**src/rtl/traffic_node_if.sv**
```systemverilog
// Flit link between a traffic node and its switch port.
// The node side is the master: it drives the outgoing flit, its valid and
// its own ready; the switch side drives the return direction.
interface traffic_node_if #(
    parameter int FLIT_SIZE = 13
);
    logic [FLIT_SIZE-1:0] data_o;
    logic                 out_w;
    logic                 in_r;
    logic [FLIT_SIZE-1:0] data_i;
    logic                 in_w;
    logic                 out_r;

    modport master (
        output data_o, out_w, out_r,
        input  in_r, data_i, in_w
    );

    modport slave (
        input  data_o, out_w, out_r,
        output in_r, data_i, in_w
    );
endinterface

```
**src/rtl/traffic_node.sv**
```systemverilog
// Traffic generator and checker standing in for a node's IP on a switch link.
// Generates packets to a configurable destination pattern at a fixed start
// period and collects saturating receive statistics on the return path.
module traffic_node #(
    parameter int DATA_SIZE    = 8,
    parameter int ADDR_SIZE    = 4,
    parameter int ADDR         = 0,
    parameter int NODES_NUM    = 16,
    parameter int MODE         = 0,
    parameter int FIXED_DEST   = 1,
    parameter int PACK_LEN     = 4,
    parameter int PACKS_TO_GEN = 8,
    parameter int PERIOD       = 10,
    parameter int CNT_SIZE     = 16
) (
    input  logic                clk,
    input  logic                a_rst,
    input  logic                en,
    traffic_node_if.master      link,
    output logic                done,
    output logic [CNT_SIZE-1:0] sent_packs,
    output logic [CNT_SIZE-1:0] recv_packs,
    output logic [CNT_SIZE-1:0] recv_flits,
    output logic [CNT_SIZE-1:0] err_cnt
);

    localparam int FLIT_SIZE = DATA_SIZE + ADDR_SIZE + 1;
    localparam int IDX_W     = (PACK_LEN > 1) ? $clog2(PACK_LEN) : 1;
    localparam int PER_W     = (PERIOD > 1) ? $clog2(PERIOD) : 1;

    localparam logic [IDX_W-1:0]     LAST_IDX   = IDX_W'(PACK_LEN - 1);
    localparam logic [PER_W-1:0]     PER_LOAD   = PER_W'(PERIOD - 1);
    localparam logic [ADDR_SIZE-1:0] MY_ADDR    = ADDR_SIZE'(ADDR);
    localparam logic [ADDR_SIZE-1:0] INV_ADDR   = ~MY_ADDR;
    localparam logic [CNT_SIZE:0]    PACKS_GOAL = (CNT_SIZE + 1)'(PACKS_TO_GEN);

    typedef enum logic [1:0] {
        IDLE = 2'd0,
        SEND = 2'd1,
        WAIT = 2'd2,
        DONE = 2'd3
    } state_t;

    state_t                 state_reg;
    logic                   out_w_reg;
    logic [FLIT_SIZE-1:0]   data_o_reg;
    logic                   done_reg;
    logic                   out_r_reg;
    logic [IDX_W-1:0]       idx_reg;
    logic [PER_W-1:0]       per_reg;
    logic [ADDR_SIZE-1:0]   dest_reg;
    logic [15:0]            lfsr_reg;
    logic [CNT_SIZE-1:0]    sent_reg;

    logic [15:0]            lfsr_next;
    logic [ADDR_SIZE-1:0]   lfsr_mod;
    logic [ADDR_SIZE-1:0]   dest_next;
    logic                   last_pack;
    logic [2:0]             rx_hit;

    function automatic logic [CNT_SIZE-1:0] sat_inc(input logic [CNT_SIZE-1:0] v);
        return (&v) ? v : v + CNT_SIZE'(1);
    endfunction

    // Head flit carries the source address as payload, body flits their index.
    function automatic logic [FLIT_SIZE-1:0] make_flit(input logic [IDX_W-1:0] k,
                                                       input logic [ADDR_SIZE-1:0] d);
        logic [DATA_SIZE-1:0] payload;
        payload = (k == '0) ? DATA_SIZE'(ADDR) : DATA_SIZE'(k);
        return {(k == LAST_IDX), d, payload};
    endfunction

    // Fibonacci LFSR x^16+x^14+x^13+x^11, stepped once per destination latch.
    assign lfsr_next = {lfsr_reg[14:0], lfsr_reg[15] ^ lfsr_reg[13] ^ lfsr_reg[12] ^ lfsr_reg[10]};
    assign lfsr_mod  = ADDR_SIZE'(32'(lfsr_next) % NODES_NUM);

    // Destination chosen at each packet start; random mode never targets itself.
    always_comb begin
        dest_next = '0;
        case (MODE)
            0:       dest_next = (lfsr_mod == MY_ADDR) ? ADDR_SIZE'((32'(lfsr_mod) + 1) % NODES_NUM)
                                                        : lfsr_mod;
            1:       dest_next = ADDR_SIZE'(FIXED_DEST);
            2:       dest_next = ADDR_SIZE'(32'(INV_ADDR) % NODES_NUM);
            default: dest_next = ADDR_SIZE'((ADDR + 1) % NODES_NUM);
        endcase
    end

    // The packet being finished is the last of a finite budget.
    assign last_pack = (PACKS_TO_GEN != 0) && (({1'b0, sent_reg} + (CNT_SIZE + 1)'(1)) == PACKS_GOAL);

    // Generator FSM: all link outputs are registered so they hold under backpressure.
    always_ff @(posedge clk or posedge a_rst) begin
        if (a_rst) begin
            state_reg  <= IDLE;
            out_w_reg  <= 1'b0;
            data_o_reg <= '0;
            done_reg   <= 1'b0;
            out_r_reg  <= 1'b0;
            idx_reg    <= '0;
            per_reg    <= '0;
            dest_reg   <= '0;
            lfsr_reg   <= 16'(ADDR + 1);
            sent_reg   <= '0;
        end else begin
            out_r_reg <= 1'b1;
            // Start-to-start timer keeps running through stalls and the gap.
            if ((state_reg == SEND || state_reg == WAIT) && per_reg != '0) begin
                per_reg <= per_reg - PER_W'(1);
            end
            case (state_reg)
                IDLE: begin
                    if (en) begin
                        state_reg  <= SEND;
                        per_reg    <= PER_LOAD;
                        dest_reg   <= dest_next;
                        lfsr_reg   <= lfsr_next;
                        idx_reg    <= '0;
                        out_w_reg  <= 1'b1;
                        data_o_reg <= make_flit('0, dest_next);
                    end
                end
                SEND: begin
                    if (link.in_r) begin
                        if (idx_reg == LAST_IDX) begin
                            sent_reg <= sat_inc(sent_reg);
                            if (last_pack) begin
                                state_reg <= DONE;
                                out_w_reg <= 1'b0;
                                done_reg  <= 1'b1;
                            end else if (per_reg == '0 && en) begin
                                // Period already elapsed: next packet follows without a gap.
                                per_reg    <= PER_LOAD;
                                dest_reg   <= dest_next;
                                lfsr_reg   <= lfsr_next;
                                idx_reg    <= '0;
                                data_o_reg <= make_flit('0, dest_next);
                            end else begin
                                state_reg <= WAIT;
                                out_w_reg <= 1'b0;
                            end
                        end else begin
                            idx_reg    <= idx_reg + IDX_W'(1);
                            data_o_reg <= make_flit(idx_reg + IDX_W'(1), dest_reg);
                        end
                    end
                end
                WAIT: begin
                    if (per_reg == '0 && en) begin
                        state_reg  <= SEND;
                        per_reg    <= PER_LOAD;
                        dest_reg   <= dest_next;
                        lfsr_reg   <= lfsr_next;
                        idx_reg    <= '0;
                        out_w_reg  <= 1'b1;
                        data_o_reg <= make_flit('0, dest_next);
                    end
                end
                DONE: begin
                    out_w_reg <= 1'b0;
                    done_reg  <= 1'b1;
                end
                default: state_reg <= IDLE;
            endcase
        end
    end

    // Receive events: 0 = any flit, 1 = tail flit, 2 = misrouted flit.
    assign rx_hit[0] = link.in_w && out_r_reg;
    assign rx_hit[1] = rx_hit[0] && link.data_i[FLIT_SIZE-1];
    assign rx_hit[2] = rx_hit[0] && (link.data_i[FLIT_SIZE-2 -: ADDR_SIZE] != MY_ADDR);

    genvar gi;
    generate
        for (gi = 0; gi < 3; gi++) begin : g_rx
            logic [CNT_SIZE-1:0] cnt_reg;
            // Saturating receive statistic for event gi.
            always_ff @(posedge clk or posedge a_rst) begin
                if (a_rst) begin
                    cnt_reg <= '0;
                end else if (rx_hit[gi]) begin
                    cnt_reg <= sat_inc(cnt_reg);
                end
            end
        end
    endgenerate

    assign link.data_o = data_o_reg;
    assign link.out_w  = out_w_reg;
    assign link.out_r  = out_r_reg;
    assign done        = done_reg;
    assign sent_packs  = sent_reg;
    assign recv_flits  = g_rx[0].cnt_reg;
    assign recv_packs  = g_rx[1].cnt_reg;
    assign err_cnt     = g_rx[2].cnt_reg;

endmodule

```
**src/flat_wrapper.sv**
```systemverilog
// flat-port wrapper written by rule: the top's interface ports become plain ports
module traffic_node_flat 
#(
    parameter int DATA_SIZE    = 8,
    parameter int ADDR_SIZE    = 4,
    parameter int ADDR         = 0,
    parameter int NODES_NUM    = 16,
    parameter int MODE         = 0,
    parameter int FIXED_DEST   = 1,
    parameter int PACK_LEN     = 4,
    parameter int PACKS_TO_GEN = 8,
    parameter int PERIOD       = 10,
    parameter int CNT_SIZE     = 16
)
  (clk, a_rst, en, done, sent_packs, recv_packs, recv_flits, err_cnt, link_data_o, link_out_w, link_out_r, link_in_r, link_data_i, link_in_w);
  traffic_node_if #(.FLIT_SIZE((13))) link_i ();
  input  logic clk;
  input  logic a_rst;
  input  logic en;
  output logic done;
  output logic [CNT_SIZE-1:0] sent_packs;
  output logic [CNT_SIZE-1:0] recv_packs;
  output logic [CNT_SIZE-1:0] recv_flits;
  output logic [CNT_SIZE-1:0] err_cnt;
  output wire logic [$bits(link_i.data_o)-1:0] link_data_o;
  output wire logic [$bits(link_i.out_w)-1:0] link_out_w;
  output wire logic [$bits(link_i.out_r)-1:0] link_out_r;
  input wire logic [$bits(link_i.in_r)-1:0] link_in_r;
  input wire logic [$bits(link_i.data_i)-1:0] link_data_i;
  input wire logic [$bits(link_i.in_w)-1:0] link_in_w;
  assign link_data_o = link_i.data_o;
  assign link_out_w = link_i.out_w;
  assign link_out_r = link_i.out_r;
  assign link_i.in_r = link_in_r;
  assign link_i.data_i = link_data_i;
  assign link_i.in_w = link_in_w;
  traffic_node #(.DATA_SIZE(DATA_SIZE), .ADDR_SIZE(ADDR_SIZE), .ADDR(ADDR), .NODES_NUM(NODES_NUM), .MODE(MODE), .FIXED_DEST(FIXED_DEST), .PACK_LEN(PACK_LEN), .PACKS_TO_GEN(PACKS_TO_GEN), .PERIOD(PERIOD), .CNT_SIZE(CNT_SIZE)) u_core (.clk(clk), .a_rst(a_rst), .en(en), .link(link_i), .done(done), .sent_packs(sent_packs), .recv_packs(recv_packs), .recv_flits(recv_flits), .err_cnt(err_cnt));
endmodule
```
**config.mk**
```make
export PLATFORM = sky130hd
export DESIGN_NAME = traffic_node_flat
export DESIGN_NICKNAME = d
export VERILOG_FILES = /design/src/rtl/traffic_node_if.sv /design/src/rtl/traffic_node.sv /design/src/flat_wrapper.sv
export SDC_FILE = /design/constraint.sdc
export NUM_CORES = 1
export LEC_CHECK = 0
export CAP_MARGIN = 20
export CORE_ASPECT_RATIO = 0.5
export CORE_UTILIZATION = 56
export CTS_CLUSTER_DIAMETER = 100
export DETAILED_ROUTE_END_ITERATION = 7
export PLACE_DENSITY = 0.87
export REMOVE_ABC_BUFFERS = 1
export SLEW_MARGIN = 40
export SYNTH_ARGS = -nofsm -noshare
export SYNTH_HDL_FRONTEND = slang
export SYNTH_SLANG_ARGS = --single-unit
export TNS_END_PERCENT = 20
```
**constraint.sdc**
```tcl
create_clock -name clk -period 9.3 [get_ports clk]
set_input_delay 1.86 -clock clk [delete_from_list [all_inputs] [get_ports clk]]
set_output_delay 1.86 -clock clk [all_outputs]
set_load 0.01 [all_outputs]
```
### Yosys cells after proc, flatten, opt, wreduce, memory -nomap -nowiden

Cells that the tools add are included.
W data, S select, Z words.

* flip-flop bits (word level): 108
* input port bits: 18
* output and inout bits: 80
* logic and storage cells: 120

* add/sub/neg operators: 8
* eq/ne operators: 14
* muxes and demuxes: 51
* bitwise logic cells: 7
* reductions and logical operators: 27

Operators with widths (count)
* $mux W16: 5
* $mux W13: 5
* $add A16 B1 Y16 const B: 4
* $reduce_and A16 Y1: 4
* $mux W4: 12
* $pmux W16 S3: 1
* $pmux W13 S3: 1
* $mux W2: 12
* $pmux W4 S3: 2
* $add A16 B1 Y17 const B: 1
* $eq A17 B4 Y1 const B: 1
* $pmux W2 S3: 2
* $reduce_and A4 Y1: 3
* $ne A2 B2 Y1 const B: 5
* $reduce_and A5 Y1: 2
* $mux W1: 9
* $eq A2 B2 Y1 const B: 4
* $logic_not A4 Y1: 2
* $reduce_bool A4 Y1: 2
* $reduce_and A2 Y1: 3
* $reduce_and A6 Y1: 1
* $logic_and A1 B1 Y1: 5
* $add A4 B1 Y4 const B: 1
* $logic_not A2 Y1: 2
* other kinds (13): 18

### Longest topological paths before layout

Gate-level depths: netlist of the first run.

* depth in word-level cells: 10
* gate-level depth with buffers: 9
* depth with buffers taken out: 9

### Least setup slack after synthesis of the first run

OpenSTA, ideal clock, no wires.

* kind: input-to-reg
* start point: input port link_in_w
* end point: register u_core.g_rx[0].cnt_reg[13] (netlist: u_core.recv_flits[13])
* library setup time: 0.079 ns
* arrival: 3.202 ns
* required time: 9.221 ns
* slack: 6.019 ns
* stages: 6
* path buffers: 0
* cell sequence: nand2_1 > a21oi_1 > nand4_1 > or4_1 > nor2_1 > xor2_1

* cells in the longest elaborated chain, start to end: 2

Ends and longest elaborated chain
* start, declared: RTL line flat_wrapper.sv:30 `input wire logic [$bits(link_i.in_w)-1:0] link_in_w;`
* $logic_and A1 B1 Y1: RTL line traffic_node.sv:169 `assign rx_hit[0] = link.in_w && out_r_reg;`
* $reduce_and A2 Y1 (no line)
* end signal, assigned: RTL line traffic_node.sv:182 `cnt_reg <= sat_inc(cnt_reg);`
* end, declared: RTL line traffic_node.sv:176 `logic [CNT_SIZE-1:0] cnt_reg;`

Every way passes these cells.
A chain may end at the register's enable or synchronous reset.

### Worst setup path after layout of the first run

* start point: input port en
* end point: register u_core.data_o_reg[12] (netlist: u_core.link.data_o[12])

* cells in the longest elaborated chain, start to end: 6
* elaborated cells between the ends (all ways): 8
* those cells by class: eq/ne (1); mux (5); reduce/logical (2)

Ends and longest elaborated chain
* start, declared: RTL line flat_wrapper.sv:19 `input logic en;`
* $logic_and A1 B1 Y1: RTL line traffic_node.sv:131, traffic_node.sv:149
* $mux W13 (4 in series)
* $pmux W13 S3
* end signal, assigned: RTL line traffic_node.sv:120 `data_o_reg <= make_flit('0, dest_next);`
* end signal, assigned: RTL line traffic_node.sv:137 `data_o_reg <= make_flit('0, dest_next);`
* end signal, assigned: RTL line traffic_node.sv:144 `data_o_reg <= make_flit(idx_reg + IDX_W'(1), dest_reg);`
* end, declared: RTL line traffic_node.sv:46 `logic [FLIT_SIZE-1:0] data_o_reg;`

Several ways; a longest one is shown, not always the timed one. The select of a mux whose other input is x is not followed.

==> metrics.md, run 1 <==
| Metric | Value |
|---|---|
| Failing checks | `DRC` |
| Hold path endpoint | `u_core.link.data_o[0]` |
| CTS tree | `yes` |
| Max-slew violations | `0` |
| Worst Tran Pin Value | `734 ps` |
| Inserted Diodes | `0` |
| Final HPWL DP | `7.45 mm` |
| PD cells | `250 mW/mm2` |
| Hold path cells | `1` |
| Clock latency on the worst-skew pair | `350 ps` |
| Nets | `just under 600` |
| Post-synthesis sequential area ratio | `52.0%` |
| Synth async-reset ratio | `100%` |
| Worst-case vdd ir drop | `~0.00015 V` |
| Antenna-violating nets left | `0` |
| WL/cell | `15.0 um` |
| Final period utilization | `40.6%` |
| Post-route minimum period | `~3800 ps` |
| RSZ-0062 raised after global routing | `false` |
| Vias/cell | `~5.6` |
| EDFF count, synth | `0` |
| Status | `finished, violations left` |
| Max Cap Viol | `0` |
| TritonCTS Buffers | `9` |
| Synth Area per Inst | `11.0 um2` |
| Root buf cell | `clkbuf_16` |
| Post-CTS sizing | `0` |
| Number of buffers inserted by post-CTS setup repair | `0` |
| Clock sinks | `roughly 110` |
| Die H | `roughly 70 um` |
| Final WL | `10.3 mm` |
| Hold Buf Count CTS | `0` |
| Vias in the first global route | `roughly 3700` |
| Min-Delay Path Class | `reg -> reg` |
| Area grow syn2layout | `24.5%` |
| Multi-input logic area | `0.00237 mm2` |
| FP Rows | `24` |
| Cells on worst reg2reg path | `8` |
| Overall Power | `0.00162 W` |
| Post-layout util | `73.1%` |
| Die area | `roughly 0.0097 mm2` |
| Die width | `138 um` |
| Detailed Routing Iterations Pass 1 | `6` |
| Post-synthesis register bit count | `between 100 and 150` |
| Met3 GRT Util | `5.56%` |
| Met1 GRT Util | `around 30%` |
| Clk slew on worst S/H paths | `approximately 70 ps` |
| Ys Warns | `0` |
| H-tree levels | `3` |
| GR Util All Layers | `22.9%` |
| Final Hold Fails | `0` |
| Lkg Pwr | `2.93 nW` |
| Arr. time, crit path | `4000 ps` |
| Core area | `0.00886 mm2` |
| CP Capture Type | `flop` |
| Mapped Cells | `473` |
| Port bufs | `89` |
| Largest net degree at the start of global routing | `slightly below 70` |
| Crit path max fanout | `11` |
| Hold WS | `between 400 and 500 ps` |
| Startpoint class of the critical path | `input pin` |
| Distinct cells, synth | `58` |
| Initial antenna violation count | `0` |
| Achievable frequency | `265 MHz` |
| Clock buffer depth | `2` |
| R2R setup slack | `6070 ps` |
| Critical path class | `in -> reg` |
| Total congestion overflow | `0` |
| GR Util met2 | `37.1%` |
| Setup_tns | `0 ps` |
| Register Area | `0.00270 mm2` |
| Synthesized cell area | `0.00520 mm2` |
| HP Start | `u_core.link.data_o[0]` |
| Initial core utilization | `between 50% and 60%` |
| Layout fillers | `a little over 600` |
| # setup viols final | `0` |
| Reg2reg start | `u_core.sent_packs[0]` |
| RePlAce Congestion | `about 0.86` |
| Worst flop-to-flop path endpoint | `u_core.dest_reg[2]` |
| Fraction of layout cells with a size suffix above 1 | `9.47%` |
| Most Used Layer, Global Route | `met2` |
| Worst EP required | `9530 ps` |
| First-pass GRT wire length | `roughly 17 mm` |
| Via count | `3854` |
| Most common flop cell mapped by yosys | `dfrtp_1` |
| I/O Pins | `between 90 and 100` |
| Worst Clk Skew | `~8.6 ps` |
| Slew HR | `50.4%` |
| Initial drt markers | `between 100 and 150` |
| Remaining DRCs | `3` |
[synthesized netlist by cell type, types with 10 or more instances]
master	n	area (um2)
inv_1	19	71.3
nand4_1	22	138
a21oi_1	11	55.1
mux2_2	23	259
xor2_1	23	201
and3_1	11	68.8
nor2_1	28	105
nand2_1	39	146
and2_1	10	62.6
o21ai_0	11	55.1
dfrtp_1	107	2680
ha_1	13	163
xnor2_1	42	368
nand3_1	22	110
nor3_1	16	80.1
[critical path, cell delays in order]
cell	delay [ps]
clkdlybuf4s50_1	560
and2b_2	270
nor2_1	260
nand2_1	110
a41oi_1	420
o22ai_2	270
a22o_1	240
[metal layers]
metal / vias to the layer above / share of wire [%]
met4: 0 / 2.5
met3: 23 / 4.2
met2: 97 / 47
met5: - / 0
met1: 1880 / 46
li1: 1854 / -
[layout make-up]
class	instances	share of cell area [%]
repair buffers	90	13.9
well taps	117	2.26
clock inverters	4	0.483
flip-flops and latches	108	41.8
inverters	19	1.14
clock buffers	12	3.81
multi-input cells	337	36.6
[worst max path at each step]
| stage | endpoint | startpoint | slack, ps |
|---|---|---|---|
| 6_report | u_core.link.data_o[12] | en | 5530 |
| 5_1_grt | u_core.link.data_o[12] | en | 5410 |
| 4_1_cts | u_core.link.data_o[12] | en | 5570 |
| 3_5_place_dp | u_core.recv_flits[13] | link_in_w | 5210 |
| 3_3_place_gp | u_core.sent_packs[14] | link_in_r | 5220 |
| 2_1_floorplan | u_core.dest_reg[0] | a_rst | 4600 |
[power breakdown]
part | total (W) | internal [W] | switching (W)
registers | 0.000651 | 0.000564 | 0.0000866
clock network | 0.000358 | 0.000191 | 0.000167
logic | 0.000612 | 0.000299 | 0.000313
total | 0.00162 | 0.00105 | 0.000566
[cells by family (layout without fill, tap and decap cells)]
kind of cell	after synthesis	count (layout)	synth area share [%]
AND/OR/NAND/NOR	176	176	18.1
buffers and inverters	28	125	2.67
multiplexers	25	25	5.37
other	1	1	0.0721
AO/OA/AOI/OAI	57	57	7.73
XOR/XNOR	65	65	11.0
adder cells (fa/ha/maj)	13	13	3.13
flip-flops	108	108	52.0
[through the flow]
step                instance area (um2)  setup slack (ps)  instances
CTS                                6470              5570        687
detailed placement                 6190              5210        671
floorplan                          5130              4600        464
global route                       6470              5410        687
finish                             6470              5530        687
global placement                   6180              5220        671
[cell usage in the layout (no fill, tap or decap), types with 3 or more instances in the layout]
cell type,instances
dfrtp_1,107
clkdlybuf4s50_1,89
xnor2_1,42
nand2_1,39
nor2_1,28
xor2_1,23
mux2_2,23
nand3_1,22
nand4_1,22
inv_1,18
nor3_1,16
ha_1,13
and3_1,11
o21ai_0,11
and2_1,10
a21oi_1,10
clkbuf_16,9
a21o_1,5
nand2b_1,4
a22oi_1,4
o2bb2ai_1,4
nor4_1,3
and4_1,3
nor3b_1,3
Note: power is estimated with default switching activity, not from simulation.
==> run 2, diff against run 1 <==
- CORE_UTILIZATION: 56 -> 52
- PLACE_DENSITY: 0.87 -> 0.82
- clock period: 9.3 -> 3.6 ns (I/O delays scaled with it)
==> metrics.md, run 2 (same netlist as run 1, synthesis figures left out) <==
| Metric | Value |
|---|---|
| Status | `completed` |
| Die area | `0.0104 mm2 (+7.5%)` |
| Layout fillers | `738 (+19%)` |
| H-tree levels | `3 (unchanged)` |
| Worst-case vdd ir drop | `0.000363 V (+150%)` |
| Crit path max fanout | `20 (+9)` |
| Clock latency on the worst-skew pair | `350 ps (about the same)` |
| I/O Pins | `98 (unchanged)` |
| FP Rows | `25 (+4.2%)` |
| Design area | `0.00655 mm2 (+1.2%)` |
| Post-layout util | `68.4% (-4.6 points)` |
| Hold path endpoint | `u_core.link.data_o[1]` |
| Post-DP Area | `0.00624 mm2 (+0.85%)` |
| RSZ-0062 raised after global routing | `false` |
| Startpoint class of the critical path | `flop` |
| Vias/cell | `5.36 (-4.5%)` |
| Clock buffer depth | `2 (unchanged)` |
| TritonCTS Buffers | `9 (unchanged)` |
| CTS tree | `yes` |
| Worst Tran Pin Value | `694 ps (-40.5 ps)` |
| Critical path class | `reg -> reg` |
| Die H | `72.7 um (+3.7%)` |
| RePlAce Congestion | `0.824 (-4.4%)` |
| Hold path cells | `1 (unchanged)` |
| Achievable frequency | `331 MHz` |
| Area grow syn2layout | `26.0%` |
| Setup_tns | `0 ps (unchanged)` |
| Final period utilization | `83.9%` |
| CP Capture Type | `flop` |
| Remaining DRCs | `0 (-3)` |
| Worst Clk Skew | `5.90 ps (-2.73 ps)` |
| Max-slew violations | `0 (unchanged)` |
| First-pass GRT wire length | `17.3 mm (-1.1%)` |
| Clk slew on worst S/H paths | `70 ps (about the same)` |
| WL/cell | `14.4 um (-4.1%)` |
| Antenna-violating nets left | `0 (unchanged)` |
| Initial antenna violation count | `0 (unchanged)` |
| Detailed Routing Iterations Pass 1 | `4 (-2)` |
| Post-CTS sizing | `0 (unchanged)` |
| Worst EP required | `3830 ps (-5700 ps)` |
| Final WL | `10.2 mm (-1.1%)` |
| Fraction of layout cells with a size suffix above 1 | `9.93% (+0.46 points)` |
| Die width | `143 um (+3.7%)` |
| # setup viols final | `0 (unchanged)` |
| Hold Buf Count CTS | `0 (unchanged)` |
| Root buf cell | `clkbuf_16` |
| Reg2reg start | `u_core.sent_packs[0]` |
| Number of buffers inserted by post-CTS setup repair | `0 (unchanged)` |
| Vias in the first global route | `3630 (-0.87%)` |
| Largest net degree at the start of global routing | `59 (-14%)` |
| Inserted Diodes | `0 (unchanged)` |
| Hold WS | `478 ps (-1.41 ps)` |
| Max Cap Viol | `0 (unchanged)` |
| R2R setup slack | `580 ps (-5490 ps)` |
| Final Hold Fails | `0 (unchanged)` |
| PD cells | `651 mW/mm2 (+160%)` |
| Initial drt markers | `189 (+32%)` |
| Commonest non-fill, non-tap cells in the layout | `dfrtp_1, clkdlybuf4s50_1, xnor2_1, nand2_1, nor2_1` |
| Lkg Pwr | `2.95 nW (+0.88%)` |
| Slew HR | `53.7% (+3.3 points)` |
| HP Start | `u_core.link.data_o[1]` |
| Arr. time, crit path | `3250 ps (-750 ps)` |
| Nets | `600 (+0.67%)` |
| Commonest non-fill, non-tap cell in the layout | `dfrtp_1` |
| Total congestion overflow | `0 (unchanged)` |
| Via count | `3800 (-1.4%)` |
| Core area | `0.00957 mm2 (+8.1%)` |
| Initial core utilization | `54.3% (-4.4 points)` |
| Final HPWL DP | `7.24 mm (-2.8%)` |
| Register Area | `0.00270 mm2 (unchanged)` |
| Multi-input logic area | `0.00236 mm2 (-0.53%)` |
| Min-Delay Path Class | `reg -> reg` |
| GR Util All Layers | `21.2% (-1.7 points)` |
| Clock sinks | `108 (unchanged)` |
| Worst flop-to-flop path endpoint | `u_core.lfsr_reg[6]` |
| Port bufs | `89 (unchanged)` |
| Cells on worst reg2reg path | `9 (+1)` |
| Post-route minimum period | `3020 ps` |
-- run 2: report_power, final --
group          total, W  switching, W  leakage, nW  internal [W]
Clock           0.00101      0.000429        0.142      0.000578
Sequential      0.00168      0.000228         1.43       0.00146
Combinational   0.00157      0.000791         1.38      0.000781
-- run 2: layer usage --
layer	share of wire, %	track usage (%)	vias up	routed length, um
li1	-	-	1859	-
met1	48	28.5	1856	4890
met2	47	34.4	77	4780
met3	4.2	6.10	8	430
met4	0.67	4.37	0	68
met5	0	0	-	0
-- run 2: critical path: stages, from the launching register on --
cell and delay (ps):
dfrtp_1 420, ha_1 290, or4b_1 530, a211oi_1 240, a21oi_1 100, nor4_4 350
nand3_2 150, o211ai_2 170, buf_4 280, mux2_2 370
-- run 2: through the flow --
stage | setup WS, ps | std cells | power (W)
2_1_floorplan | 36.1 | 464 | 0.00274
6_report | 579 | 709 | 0.00426
3_5_place_dp | 568 | 693 | 0.00326
3_3_place_gp | 617 | 693 | 0.00320
5_1_grt | 409 | 709 | 0.00456
4_1_cts | 568 | 709 | 0.00429
-- run 2: layout make-up --
cell class	count	area share [%]
sequential	108	41.3
multi-input combinational	337	36.0
timing repair buffer	94	14.4
clock buffer	13	3.97
tap	135	2.58
inverter	19	1.13
clock inverter	3	0.688
-- run 2: worst max-delay path by stage --
stage | start | endpoint | cells past startpoint
floorplan | a_rst | u_core.dest_reg[0] | 1
global placement | u_core.sent_packs[0] | u_core.lfsr_reg[7] | 9
detailed placement | u_core.sent_packs[0] | u_core.dest_reg[1] | 9
CTS | u_core.sent_packs[0] | u_core.lfsr_reg[5] | 9
global route | u_core.sent_packs[0] | u_core.lfsr_reg[7] | 9
finish | u_core.sent_packs[0] | u_core.lfsr_reg[6] | 9
==> run 3, diff against run 2 <==
- CORE_UTILIZATION: 52 -> 47
- PLACE_DENSITY: 0.82 -> 0.78
- clock period: 3.6 -> 2.5 ns (I/O delays scaled with it)
==> metrics.md, run 3 (same netlist as run 1, synthesis figures left out) <==
| Metric | Value |
|---|---|
| Status | `finished, violations left` |
| Failing checks | `setup timing` |
| WL/cell | `15.2 um (+6.0%)` |
| Crit path max fanout | `10 (-50%)` |
| Final HPWL DP | `7.78 mm (+7.5%)` |
| Area grow syn2layout | `35.3%` |
| Clock buffer depth | `2 (unchanged)` |
| CP max stage delay | `540 ps (about the same)` |
| Worst-case vdd ir drop | `0.000665 V (+83%)` |
| Startpoint class of the critical path | `flop` |
| Worst Clk Skew | `15.2 ps (+9.27 ps)` |
| Worst setup margin | `-241 ps (-819 ps)` |
| Max-slew violations | `0 (unchanged)` |
| Clock latency on the worst-skew pair | `340 ps (about the same)` |
| R2R setup slack | `-240 ps (-820 ps)` |
| Arr. time, crit path | `2960 ps (-290 ps)` |
| Internal power | `0.00440 W (+56%)` |
| Via count | `4037 (+6.2%)` |
| Detailed Routing Iterations Pass 1 | `4 (unchanged)` |
| RSZ-0062 raised after global routing | `true` |
| Slew HR | `62.1% (+8.4 points)` |
| Final WL | `11.5 mm (+13%)` |
| Psw | `0.00226 W (+56%)` |
| Post-Layout Cell Count | `753 (+6.2%)` |
| Die H | `76.4 um (+5.0%)` |
| RePlAce Congestion | `0.798 (-3.2%)` |
| Vias in the first global route | `4030 (+11%)` |
| Final Hold Fails | `0 (unchanged)` |
| Cells along the critical path | `ha_2 -> or4b_4 -> a211oi_2 -> a21oi_2 -> nor4_4 -> nand3_2 -> o211ai_4 -> buf_6 -> buf_16 -> mux2_2` |
| Initial core utilization | `49.6% (-4.7 points)` |
| Nets | `639 (+6.5%)` |
| Post-DP Area | `0.00652 mm2 (+4.3%)` |
| Design area | `0.00703 mm2 (+7.4%)` |
| Inserted Diodes | `0 (unchanged)` |
| PD cells | `948 mW/mm2 (+46%)` |
| Register Area | `0.00270 mm2 (unchanged)` |
| Initial drt markers | `147 (-22%)` |
| Critical path class | `reg -> reg` |
| Critical path endpoint | `u_core.dest_reg[3]` |
| Post-route minimum period | `2740 ps (-281 ps)` |
| CP Capture Type | `flop` |
| Root buf cell | `clkbuf_16` |
| Layout fillers | `779 (+5.6%)` |
| DP Cell Count | `730 (+5.3%)` |
| Clk slew on worst S/H paths | `70 ps (about the same)` |
| Die width | `151 um (+5.1%)` |
| CP max-delay cell | `or4b_4` |
| Worst Tran Pin Value | `568 ps (-125 ps)` |
| Lkg Pwr | `3.22 nW (+9.2%)` |
| Max Cap Viol | `0 (unchanged)` |
| Largest net degree at the start of global routing | `45 (-24%)` |
| Cells on worst reg2reg path | `10 (+1)` |
| FP Rows | `26 (+4.0%)` |
| Reg2reg start | `u_core.sent_packs[1]` |
| Core area | `0.0105 mm2 (+9.4%)` |
| Initial antenna violation count | `0 (unchanged)` |
| Critical Path Source | `u_core.sent_packs[1]` |
| Final period utilization | `110% (+26 points)` |
| Worst flop-to-flop path endpoint | `u_core.dest_reg[3]` |
| Clock share of power | `21.1% (-2.5 points)` |
| I/O Pins | `98 (unchanged)` |
| Min-Delay Path Class | `reg -> reg` |
| Setup_tns | `-4090 ps (-4090 ps)` |
| Remaining DRCs | `0 (unchanged)` |
| Port bufs | `89 (unchanged)` |
| Vias/cell | `5.36 (about the same)` |
| Worst EP required | `2720 ps (-1110 ps)` |
| TritonCTS Buffers | `9 (unchanged)` |
| H-tree levels | `3 (unchanged)` |
| Die area | `0.0115 mm2 (+10%)` |
| Commonest non-fill, non-tap cells in the layout | `dfrtp_1, clkdlybuf4s50_1, xnor2_1, nand2_1, buf_4` |
| Overall Power | `0.00666 W (+56%)` |
| Total congestion overflow | `0 (unchanged)` |
| GR Util All Layers | `20.8% (-0.39 points)` |
| Commonest non-fill, non-tap cell in the layout | `dfrtp_1` |
| First-pass GRT wire length | `19.0 mm (+9.8%)` |
| Hold Buf Count CTS | `0 (unchanged)` |
| # setup viols final | `22 (+22)` |
| CTS tree | `yes` |
| Achievable frequency | `365 MHz (+10%)` |
| Fraction of layout cells with a size suffix above 1 | `17.3% (+7.4 points)` |
| Sw Share | `33.9% (-0.056 points)` |
| Sequential power share | `36.7% (-2.8 points)` |
| Multi-input logic area | `0.00249 mm2 (+5.8%)` |
| Antenna-violating nets left | `0 (unchanged)` |
| Clock sinks | `108 (unchanged)` |
| Comb power frac | `42.2% (+5.3 points)` |
run 3: repair_timing:
action / CTS / global route
gates cloned: 1 / 0
gates resized for setup: 17 / 18
pin swaps: 5 / 3
buffers inserted: 4 / 2
endpoints found under the setup margin: 41 / 38
run 3: area by class of cell:
| type | instances | area share (%) |
|---|---|---|
| Clock buffer | 14 | 3.61 |
| Tap cell | 140 | 2.49 |
| Multi-Input combinational cell | 337 | 35.5 |
| Sequential cell | 108 | 38.5 |
| Timing Repair Buffer | 133 | 18.4 |
| Clock inverter | 2 | 0.534 |
| Inverter | 19 | 1.05 |
run 3: through the flow:
| stage | util [%] | setup WS (ps) | hold slack (ps) |
|---|---|---|---|
| 2_1_floorplan | - | -844 | 475 |
| 3_3_place_gp | 62.2 | -248 | 464 |
| 3_5_place_dp | 62.2 | -306 | 468 |
| 4_1_cts | 66.2 | -200 | 488 |
| 5_1_grt | 67.1 | -295 | 495 |
| 6_report | 67.1 | -241 | 482 |
run 3: how the worst min path moves through the flow:
stage / from / end / slack, ps / cells past startpoint
floorplan: u_core.lfsr_reg[9] / u_core.lfsr_reg[10] / 480 / 1
global placement: u_core.link.data_o[0] / u_core.link.data_o[0] / 460 / 1
detailed placement: u_core.link.data_o[0] / u_core.link.data_o[0] / 470 / 1
CTS: u_core.link.data_o[4] / u_core.link.data_o[4] / 490 / 1
global route: u_core.link.data_o[4] / u_core.link.data_o[4] / 500 / 1
finish: u_core.link.data_o[2] / u_core.link.data_o[2] / 480 / 1
run 3: power by group through the flow:
| stage | Combinational, W | Sequential, W | Clock (W) |
|---|---|---|---|
| 5_1_grt | 0.00307 | 0.00250 | 0.00152 |
| 6_report | 0.00281 | 0.00244 | 0.00140 |
| 3_3_place_gp | 0.00230 | 0.00244 | 0 |
| 2_1_floorplan | 0.00148 | 0.00246 | 0 |
| 3_5_place_dp | 0.00238 | 0.00245 | 0 |
| 4_1_cts | 0.00263 | 0.00243 | 0.00143 |
run 3: metal layers:
layer	up-vias	share of wire (%)	track usage [%]
li1	1930	-	-
met1	2012	46	27.7
met2	89	50	33.9
met3	6	4.2	5.09
met4	0	0.69	5.30
met5	-	0	0
run 3: critical path, delay by kind of cell (launching register included):
kind | cells | cell delay (ps)
buffers and inverters | 2 | 280
AND/OR/NAND/NOR | 3 | 880
multiplexers | 1 | 330
AO/OA/AOI/OAI | 3 | 530
flip-flops | 1 | 400
adder cells (fa/ha/maj) | 1 | 200
